<file path="src/rtl/spi_shift_reg.sv">
// SPI data shifter: parallel load, serial shift, bit counter and control FSM.
// Emits a one-cycle done pulse when a full word has been shifted.
module spi_shift_reg #(
  parameter int WIDTH     = 16,
  parameter bit MSB_FIRST = 1'b1,
  localparam int CNT_W    = $clog2(WIDTH + 1)
) (
  input  logic             clk,
  input  logic             rst,
  input  logic             load,
  input  logic [WIDTH-1:0] din,
  input  logic             shift_en,
  input  logic             sin,
  output logic             sout,
  output logic [WIDTH-1:0] dout,
  output logic             busy,
  output logic             done,
  output logic [CNT_W-1:0] bit_cnt
);

  typedef enum logic [1:0] {
    IDLE  = 2'd0,
    SHIFT = 2'd1,
    DONE  = 2'd2
  } state_t;

  localparam logic [CNT_W-1:0] LAST = CNT_W'(WIDTH - 1);

  state_t           state_q, state_d;
  logic [WIDTH-1:0] q_q, q_d;
  logic [WIDTH-1:0] shifted;
  logic [CNT_W-1:0] cnt_q, cnt_d;
  logic             busy_q, done_q;
  logic             load_acc;
  logic             shift_acc;
  logic             last_shift;

  always_comb begin
    load_acc   = load & (state_q != SHIFT);
    shift_acc  = shift_en & (state_q == SHIFT);
    last_shift = shift_acc & (cnt_q == LAST);
  end

  // sin always enters the bit position vacated by the shift
  generate
    if (MSB_FIRST) begin : g_msb
      assign shifted = {q_q[WIDTH-2:0], sin};
      assign sout    = q_q[WIDTH-1];
    end else begin : g_lsb
      assign shifted = {sin, q_q[WIDTH-1:1]};
      assign sout    = q_q[0];
    end
  endgenerate

  generate
    for (genvar i = 0; i < WIDTH; i++) begin : g_bit
      assign q_d[i] = load_acc  ? din[i]     :
                      shift_acc ? shifted[i] :
                                  q_q[i];
    end
  endgenerate

  always_comb begin
    cnt_d = cnt_q;
    if (load_acc) begin
      cnt_d = '0;
    end else if (shift_acc) begin
      cnt_d = cnt_q + 1'b1;
    end
  end

  always_comb begin
    state_d = state_q;
    unique case (state_q)
      IDLE: begin
        if (load_acc) begin
          state_d = SHIFT;
        end
      end
      SHIFT: begin
        if (last_shift) begin
          state_d = DONE;
        end
      end
      DONE: begin
        state_d = load_acc ? SHIFT : IDLE;
      end
      default: begin
        state_d = IDLE;
      end
    endcase
  end

  always_ff @(posedge clk or posedge rst) begin
    if (rst) begin
      state_q <= IDLE;
      q_q     <= '0;
      cnt_q   <= '0;
      busy_q  <= 1'b0;
      done_q  <= 1'b0;
    end else begin
      state_q <= state_d;
      q_q     <= q_d;
      cnt_q   <= cnt_d;
      busy_q  <= (state_d == SHIFT);
      done_q  <= (state_d == DONE);
    end
  end

  assign dout    = q_q;
  assign busy    = busy_q;
  assign done    = done_q;
  assign bit_cnt = cnt_q;

endmodule

</file>
<file path="config.mk">
export PLATFORM = sky130hd
export DESIGN_NAME = spi_shift_reg
export DESIGN_NICKNAME = d
export VERILOG_FILES = /design/src/rtl/spi_shift_reg.sv
export SDC_FILE = /design/constraint.sdc
export NUM_CORES = 1
export LEC_CHECK = 0
export BUFFER_PORTS_ARGS = -buffer_cell sky130_fd_sc_hd__buf_2
export CAP_MARGIN = 20
export CORE_MARGIN = 10
export CORE_UTILIZATION = 45
export DETAILED_ROUTE_END_ITERATION = 12
export PLACE_DENSITY = 0.76
export SYNTH_ARGS = -nofsm -noshare
export SYNTH_HDL_FRONTEND = slang
export SYNTH_SLANG_ARGS = --single-unit
export TNS_END_PERCENT = 20
</file>
<file path="constraint.sdc">
create_clock -name clk -period 3.2 [get_ports clk]
set_clock_uncertainty 0.05 [all_clocks]
set_input_delay 0.48 -clock clk [delete_from_list [all_inputs] [get_ports clk]]
set_output_delay 0.48 -clock clk [all_outputs]
set_load 0.02 [all_outputs]
</file>
* After elaboration in Yosys (flattened, before gate mapping)
Index checks and enable logic that the tools add are counted.
** Word-level totals
- Flip-flop bits (word level) :: 25
- Bits of input ports :: 21
- Output and inout port bits :: 24
- Word-level logic and storage cells :: 55
** Operators by class
- Add/subtract/negate cells :: 1
- Eq/ne operators :: 6
- Muxes and demuxes :: 38
- Bitwise operators :: 3
- Reductions and logical operators :: 2
** Operator list (number)
- two-way mux 1 bit :: 33
- two-way mux 5 bit :: 2
- one-hot mux 2 bit (3 select lines) :: 1
- adder 5 x 1 -> 5 bit, second input constant :: 1
- equality test 5 x 4 -> 1 bit, second input constant :: 1
- equality test 2 x 1 -> 1 bit, second input constant :: 2
- equality test 2 bit, second input constant :: 2
- two-way mux 2 bit :: 2
- bitwise AND 1 bit :: 3
- logical NOT 2 bit :: 1
- != test 2 x 1 -> 1 bit, second input constant :: 1
- nonzero test 2 bit :: 1

* Depth between registers and ports, before layout
Gate-level depths: netlist (run 1).
- Depth after elaboration :: 6
- Depth in mapped cells :: 5
- Gate-level depth less buffers :: 5

* Least setup slack after synthesis (run 1)
OpenSTA, ideal clock, no wires.
- Path type :: reg-to-reg
- Start point :: register cnt_q[0], in the netlist bit_cnt[0]
- End point :: register busy_q, in the netlist busy
- Library setup time :: 65 ps
- Arrival :: 1351 ps
- Required time :: 3085 ps
- Slack :: 1733 ps
- Stages on the path, launching flop included :: 6
- Path buffers :: 0
- Period minus slack after synthesis :: 1467 ps
- Path through :: dfrtp_1 > ha_1 > and3_1 > ha_1 > a21oi_1 > mux2_2
** On the way
- Longest elaborated chain between the ends :: 5
** Ends and longest elaborated chain
- start: declaration :: RTL line 32 : logic [CNT_W-1:0] cnt_q, cnt_d;
- start signal: assignment :: RTL line 104 : cnt_q <= cnt_d;
- equality test 5 x 4 -> 1 bit :: RTL line 41 : last_shift = shift_acc & (cnt_q == LAST);
- bitwise AND 1 bit :: RTL line 41
- two-way mux 2 bit :: RTL line 81 : if (last_shift) begin
- one-hot mux 2 bit (3 select lines) :: RTL line 74 : unique case (state_q)
- equality test 2 x 1 -> 1 bit :: RTL line 105 : busy_q <= (state_d == SHIFT);
- end signal: assignment :: RTL line 105
- end: declaration :: RTL line 33 : logic busy_q, done_q;
No other way between the ends.
A chain may end at the register's enable or synchronous reset.

* Worst setup path after layout (run 1)
- Start point :: register state_q[1]
- End point :: register q_q[3], in the netlist dout[3]
** On the way
- Longest elaborated chain between the ends :: 3
- Elaborated cells between the ends (all ways) :: 6
- Classes of those cells :: eq/ne (2); mux (1); bitwise (2); reduce/logical (1)
** Ends and longest elaborated chain
- start: declaration :: RTL line 29 : state_t state_q, state_d;
- start signal: assignment :: RTL line 102 : state_q <= state_d;
- != test 2 x 1 -> 1 bit or equality test 2 x 1 -> 1 bit (tied branches) :: RTL line 39, 40
- bitwise AND 1 bit (on tied branches) :: RTL line 39, 40
- two-way mux 1 bit or nonzero test 2 bit (tied branches)
- end signal: assignment :: RTL line 103 : q_q <= q_d;
- end: declaration :: RTL line 30 : logic [WIDTH-1:0] q_q, q_d;
Several ways; a longest one is shown, not always the timed one.

==> out/summary.txt, run 1 <==
Status - complete, no violations
Site Rows - 18
Worst Setup Start Kind - register
Measured slew at the worst slew-check pin - 921 ps
Vias per cell - 5.48
Wirelength per Cell - 16.2 um
Synthesized cell area - 0.00115 mm2
Tot GR Track Use - 11.0%
Distinct cells, synth - 26
Critical-path maximum fanout - 19
Yosys top cell by area - dfrtp_1
Synth cell count leaders - dfrtp_1, o21ai_0, nand2_1
Leak Pwr - 0.687 nW
Fin Setup TNS - 0 ps
Root Buffer - clkbuf_4
Final antenna-violating net count - 0
Final Critical Period - 1700 ps
Setup violators final - 0
First-pass GRT wire length - 4680 um
IO buf count - 44
Detailed placement HPWL - 2070 um
Post-synth ARST share - 100%
Router iterations before antenna repair - 4
Syn nets - 127
Top-count cell post-synth - dfrtp_1
Clock Sinks - 25
Hold Vio Cnt, Final - 0
Die W - 70.7 um
Layout Nets - 168
Vias in the first global route - 965
Worst slack, placed - 1360 ps
Avg Cell Area, Syn - 11.1 um2
Filler cell count in the final layout - 230
Clock network fraction of total power - 11.3%
Cts bufs inserted - 3
Final WS setup - 1500 ps
Antenna cells - 0
Part of the power in registers - 44.1%
RSZ-0062 raised after global routing - no
Die Area - 0.00499 mm2
Switching part of the total - 43.2%
Post-layout instance area - 0.00139 mm2
H-tree Lvls - 1
Fin crit share - 53.0%
Grt ovf - 0
DRC - 0
Critical path class - register to register
Worst rel slew slack - 38.5%
Sequential area share after synthesis - 54.2%
Core area - 0.00245 mm2
Number of synthesized flops with an enable pin - 0
# IOs - 45
Share of cells above drive strength 1 - 36.8%
Largest net degree at the start of global routing - 26
FF/Latch Area - 626 um2
Number of max-cap violations - 0
Total net switching power - 0.000528 W
Multi-input logic area - 455 um2
Internal power - 0.000694 W
Post-Route WL - 2830 um
Post-Syn Instances - 104
Ys flop type - dfrtp_1
Iteration-0 DRC count of the detailed router - 50
Max VDD drop - 0.486 mV
Max Transition Viols Final - 0
Initial Utilization - 47.0%
#FFs+latches synth - 25
Area after DPL - 0.00136 mm2
Required @ worst endpoint - 3360 ps
Hold Path Class - input port to asynchronous set/reset pin
CTS tree - built
Post-CTS sizing - 0
Worst-path clk slew - 130 ps
Logic pwr share - 44.6%
Clock Latency Late Sink - 310 ps
RePlAce Congestion - 0.703
Setup bufs post-CTS - 0
Pwr dens - 881 mW/mm2
Synth top area cells - dfrtp_1, a32oi_1, o21ai_0
CTS max path bufs - 2
Die Ht - 70.7 um
Post-CTS Hold Fix Bufs - 0
Synth warn - 0
Top-area cell type share of the netlist area - 54.2%
Fmax - 590 MHz
Worst setup EP type - register
Area delta synth->final - 20.2%
Antenna violations before repair - 0
Vias - 954
Layout Utilization - 56.5%
Critical Path AT - 1850 ps
[critical path: stages (launching register included)]
cell,delay [ps]
dfrtp_1,420
and3b_1,660
a21oi_4,130
a221o_1,330
[logic make-up (layout without fill, tap and decap cells)]
kind of cell,after synthesis,in the layout,synth area share (%)
AO/OA/AOI/OAI,33,33,21.7
adder cells (fa/ha/maj),2,2,2.17
buffers and inverters,14,54,6.39
flip-flops,25,25,54.2
multiplexers,3,3,2.93
AND/OR/NAND/NOR,27,27,12.7
[layout make-up]
class,count,area share [%]
Clock buffer,4,1.89
Inverter,6,1.62
Multi-Input combinational cell,65,32.8
Sequential cell,25,45.1
Tap cell,30,2.71
Timing Repair Buffer,44,15.9
[final timing paths]
check                      startpoint  slack [ps]         end  cells past startpoint
min in group clk              din[15]         340    dout[15]                      2
max in group asynchronous         rst        2240  bit_cnt[1]                      2
max reg2reg                state_q[1]        1500     dout[3]                      3
min reg2reg                bit_cnt[4]         490  bit_cnt[4]                      1
max                        state_q[1]        1500     dout[3]                      3
min                               rst         300    dout[15]                      2
[metrics by stage]
stage | cells | total power [W] | hold slack, ps
2_1_floorplan | 104 | 0.000906 | 457
3_3_place_gp | 170 | 0.00109 | 455
3_5_place_dp | 170 | 0.00110 | 458
4_1_cts | 174 | 0.00124 | 337
5_1_grt | 174 | 0.00132 | 332
6_report | 174 | 0.00122 | 303
[registers in the layout, indices dropped and copies added (netlist names)]
register	count
busy	1
state_q	2
done	1
bit_cnt	5
dout	16
[power groups by stage]
stage / Sequential, W / Clock (W) / Combinational [W]
finish: 0.000538 / 0.000138 / 0.000545
global route: 0.000561 / 0.000155 / 0.000601
CTS: 0.000538 / 0.000142 / 0.000556
detailed placement: 0.000545 / 0 / 0.000556
global placement: 0.000543 / 0 / 0.000546
floorplan: 0.000682 / 0 / 0.000224
[routing by layer]
layer  up-vias  global-route usage (%)  share of wire, %
met5         -                       0                 0
met1       462                    13.9                45
met3         2                    3.63               5.8
met2        28                    17.6                49
met4         0                    2.58              0.42
li1        462                       -                 -
[layout by cell type, fill, tap and decap left out]
master	instances
a21oi_1	3
a21oi_4	1
a221o_1	5
a221oi_1	2
a22o_1	1
a32oi_1	9
and2_1	7
and2_4	1
and3_1	1
and3b_1	1
buf_2	44
clkbuf_1	1
clkbuf_4	3
dfrtp_1	25
ha_1	2
inv_1	6
mux2_2	3
nand2_1	10
nand2b_2	1
nand3_1	1
nand3b_1	1
nor2_1	2
o21ai_0	11
o2bb2ai_1	1
or3_1	2
Note: power is estimated with default switching activity, not from simulation.
==> run 2: changes to the inputs <==
- clock period: 3.2 -> 1.7 ns (I/O delays scaled with it)
==> run 2 against run 1 <==
Against the previous run:
- register-to-register slack got worse by 1300 ps
- non-clock buffer count up 5
- largest power group unchanged
- worst setup slack worse by 1300 ps
- clock-buffer cell count is the same
==> out/summary.txt, run 2 (synthesis results as in run 1) <==
Site Rows - 18
Setup bufs post-CTS - 0
Critical path class - register to register
Antenna cells - 0
Status - complete, no violations
Hold_sp - din[13]
Number of max-cap violations - 0
First-pass GRT wire length - 5060 um
Max Transition Viols Final - 0
Vias - 975
Die Ht - 70.7 um
Reg2reg start - bit_cnt[0]
Clock network fraction of total power - 11.5%
Max VDD drop - 0.897 mV
FF-to-FF setup slack - 220 ps
Share of cells above drive strength 1 - 38.3%
Fmax - 677 MHz
Hold path cells - 2
Part of the power in registers - 43.1%
Die Area - 0.00499 mm2
Critical Path AT - 1700 ps
Hold Path Class - input port to register
Measured slew at the worst slew-check pin - 361 ps
Number of flip-flops in the largest register - 16
Iteration-0 DRC count of the detailed router - 60
Vias in the first global route - 1087
Grt ovf - 0
Logic pwr share - 45.4%
Fin Setup TNS - 0 ps
Die W - 70.7 um
Total net switching power - 0.00103 W
Detailed placement HPWL - 2310 um
Clock Latency Late Sink - 320 ps
Required @ worst endpoint - 1920 ps
Post-Route WL - 3050 um
RR Endpoint - busy
Final antenna-violating net count - 0
CTS tree - built
DRC - 0
Initial Utilization - 47.0%
Final Critical Period - 1480 ps
Cts bufs inserted - 3
Pwr dens - 1650 mW/mm2
Root Buffer - clkbuf_4
Internal power - 0.00133 W
Most common cell after layout, fill and taps aside - buf_2
Area delta synth->final - 23.6%
Post-CTS Hold Fix Bufs - 1
Fin crit share - 86.9%
Wirelength per Cell - 17.0 um
Placed Cells - 174
IO buf count - 44
Switching part of the total - 43.6%
Most frequent cells in the layout - buf_2, dfrtp_1, o21ai_0
Worst rel slew slack - 75.9%
Vias per cell - 5.45
Setup violators final - 0
Worst setup EP type - register
Largest net degree at the start of global routing - 26
CTS max path bufs - 2
Post-CTS sizing - 0
Layout Nets - 173
Router iterations before antenna repair - 4
Clock Sinks - 25
RePlAce Congestion - 0.775
Tot GR Track Use - 12.3%
# IOs - 45
Leak Pwr - 0.711 nW
End of the worst hold path - dout[13]
Antenna violations before repair - 0
Path depth of the worst reg2reg path - 5
Worst-path clk slew - 130 ps
H-tree Lvls - 1
Core area - 0.00245 mm2
Fin Hold WS - 102 ps
RSZ-0062 raised after global routing - no
Critical-path maximum fanout - 4
Finished Layout Cells - 179
Hold Vio Cnt, Final - 0
Worst Setup Start Kind - register
## run 2: critical path, stage by stage (launching register included)
cell and delay [ps]:
dfrtp_1 430, ha_1 220, and3_1 180, ha_1 200
a21oi_1 170, mux2_2 170
## run 2: area by class of cell
class / count / area [um2]
fill: 225 / 1030
sequential: 25 / 626
multi-input combinational: 65 / 455
timing repair buffer: 49 / 260
tap: 30 / 37.5
clock buffer: 4 / 26.3
inverter: 6 / 22.5
## run 2: worst max-delay path by stage
stage / from / to / slack (ps) / depth (start not counted)
after floorplan: bit_cnt[0] / busy / 230 / 5
after global placement: bit_cnt[0] / busy / 300 / 5
after detailed placement: bit_cnt[0] / busy / 260 / 5
after CTS: bit_cnt[0] / state_q[0] / 210 / 5
after global routing: bit_cnt[0] / busy / 130 / 5
final: bit_cnt[0] / busy / 220 / 5
## run 2: stage by stage
step | util, % | setup WS (ps) | total power (W) | cell area (um2)
after floorplan | - | 233 | 0.00171 | 1150
after global placement | 56.7 | 297 | 0.00207 | 1390
after detailed placement | 56.7 | 256 | 0.00211 | 1390
after CTS | 58.2 | 215 | 0.00239 | 1430
after global routing | 58.2 | 131 | 0.00253 | 1430
final | 58.2 | 223 | 0.00236 | 1430
## run 2: power by group through the flow
| stage | clock network [W] | logic (W) | registers, W |
|---|---|---|---|
| floorplan | 0 | 0.000422 | 0.00128 |
| global placement | 0 | 0.00106 | 0.00101 |
| detailed placement | 0 | 0.00109 | 0.00103 |
| CTS | 0.000278 | 0.00109 | 0.00102 |
| global route | 0.000296 | 0.00117 | 0.00106 |
| finish | 0.000271 | 0.00107 | 0.00102 |
## run 2: layer usage
layer / global-route usage [%] / routed length, um
met2: 20.4 / 1540
met1: 13.1 / 1230
met5: 0 / 0
met3: 5.30 / 223
met4: 6.24 / 51
==> run 3: changes to the inputs <==
- CORE_UTILIZATION: 45 -> 35
- PLACE_DENSITY: 0.76 -> 0.62
- SKIP_CTS_REPAIR_TIMING: not set -> 1
==> run 3 against run 2 <==
Against the previous run:
- final cell count increased by 8.4%
- global-route usage fell by 2.0 points
- largest power group unchanged
- sequential power about the same
- clock-buffer cell count is 1 lower
- critical endpoint unchanged
==> out/summary.txt, run 3 (synthesis results as in run 1) <==
Status - complete, no violations
Multi-input logic area - 455 um2
DRC - 0
CP peak stage delay - 450 ps
Iteration-0 DRC count of the detailed router - 57
Post-Route WL - 3050 um
Vias in the first global route - 1067
Site Rows - 20
Detailed placement HPWL - 2310 um
Crit path buf inv count - 0
Critical-path maximum fanout - 4
H-tree Lvls - 1
Final antenna-violating net count - 0
Setup violators final - 0
Worst rel slew slack - 77.9%
CTS tree - built
Max Transition Viols Final - 0
Fin Setup TNS - 0 ps
Crit path from - bit_cnt[0]
Most frequent cells in the layout - buf_2, dfrtp_1, o21ai_0
Die Area - 0.00600 mm2
Leak Pwr - 0.718 nW
Hold_sp - din[14]
Initial Utilization - 37.2%
CP dominant cell by count - ha_1
Worst Setup Start Kind - register
Pwr dens - 1620 mW/mm2
Router iterations before antenna repair - 4
Vias - 974
Number of max-cap violations - 0
IO buf count - 44
Antenna violations before repair - 0
Grt ovf - 0
FF/Latch Area - 626 um2
Vias per cell - 5.02
Reg2reg start - bit_cnt[0]
Die W - 77.4 um
Fin crit share - 88.9%
Fin Hold WS - 89.9 ps
First-pass GRT wire length - 5220 um
Largest net degree at the start of global routing - 26
Root Buffer - clkbuf_4
CP top delay family - flip-flops
Cts bufs inserted - 3
Worst setup EP type - register
Filler cell count in the final layout - 341
Most common cell after layout, fill and taps aside - buf_2
Worst slack, placed - 223 ps
Worst-path clk slew - 150 ps
Die Ht - 77.4 um
# IOs - 45
Critical Path AT - 1730 ps
Area delta synth->final - 25.9%
Wirelength per Cell - 15.7 um
CTS max path bufs - 2
Tot GR Track Use - 10.3%
CP cell instances - ha_1, and3_1, ha_1, a21oi_1, mux2_2
Measured slew at the worst slew-check pin - 332 ps
Required @ worst endpoint - 1910 ps
Clock Sinks - 25
Hold Vio Cnt, Final - 0
Max VDD drop - 0.642 mV
Final Critical Period - 1510 ps
RSZ-0062 raised after global routing - no
Slowest stage cell on the critical path - dfrtp_1
Share of cells above drive strength 1 - 39.3%
Layout Utilization - 46.9%
Critical path class - register to register
Number of flip-flops in the largest register - 16
Hold Path Class - input port to register
RePlAce Congestion - 0.789
Core area - 0.00310 mm2
Final WS setup - 189 ps
FF-to-FF setup slack - 190 ps
Layout Nets - 174
Fmax - 662 MHz
Clock Latency Late Sink - 330 ps
Tot Pwr - 0.00236 W
Antenna cells - 0
## run 3: routing by layer
metal,GRT usage (%),wire length [um],up-vias
met5,0,0,-
met4,1.09,0,0
met3,6.11,345,0
met2,16.1,1250,35
met1,12.3,1460,465
li1,-,-,474
## run 3: power breakdown
| group | internal, W | switching [W] |
|---|---|---|
| Clock | 0.0000882 | 0.000185 |
| Combinational | 0.000414 | 0.000643 |
| Sequential | 0.000826 | 0.000200 |
## run 3: final timing paths
kind,end,depth (start not counted)
min reg2reg,dout[2],2
min in group asynchronous,done,4
max reg2reg,busy,5
min,dout[14],2
max in group asynchronous,dout[1],4
max,busy,5
## run 3: area by class of cell
cell class                 count  share of cell area (%)
sequential                    25                    43.0
multi-input combinational     65                    31.3
timing repair buffer          50                    18.4
tap                           44                    3.79
clock buffer                   3                    1.55
inverter                       6                    1.55
clock inverter                 1                   0.344
## run 3: through the flow
step,area [um2],cells
after floorplan,1150,104
after global placement,1420,189
after detailed placement,1420,189
after CTS,1440,193
after global routing,1450,194
final,1450,194
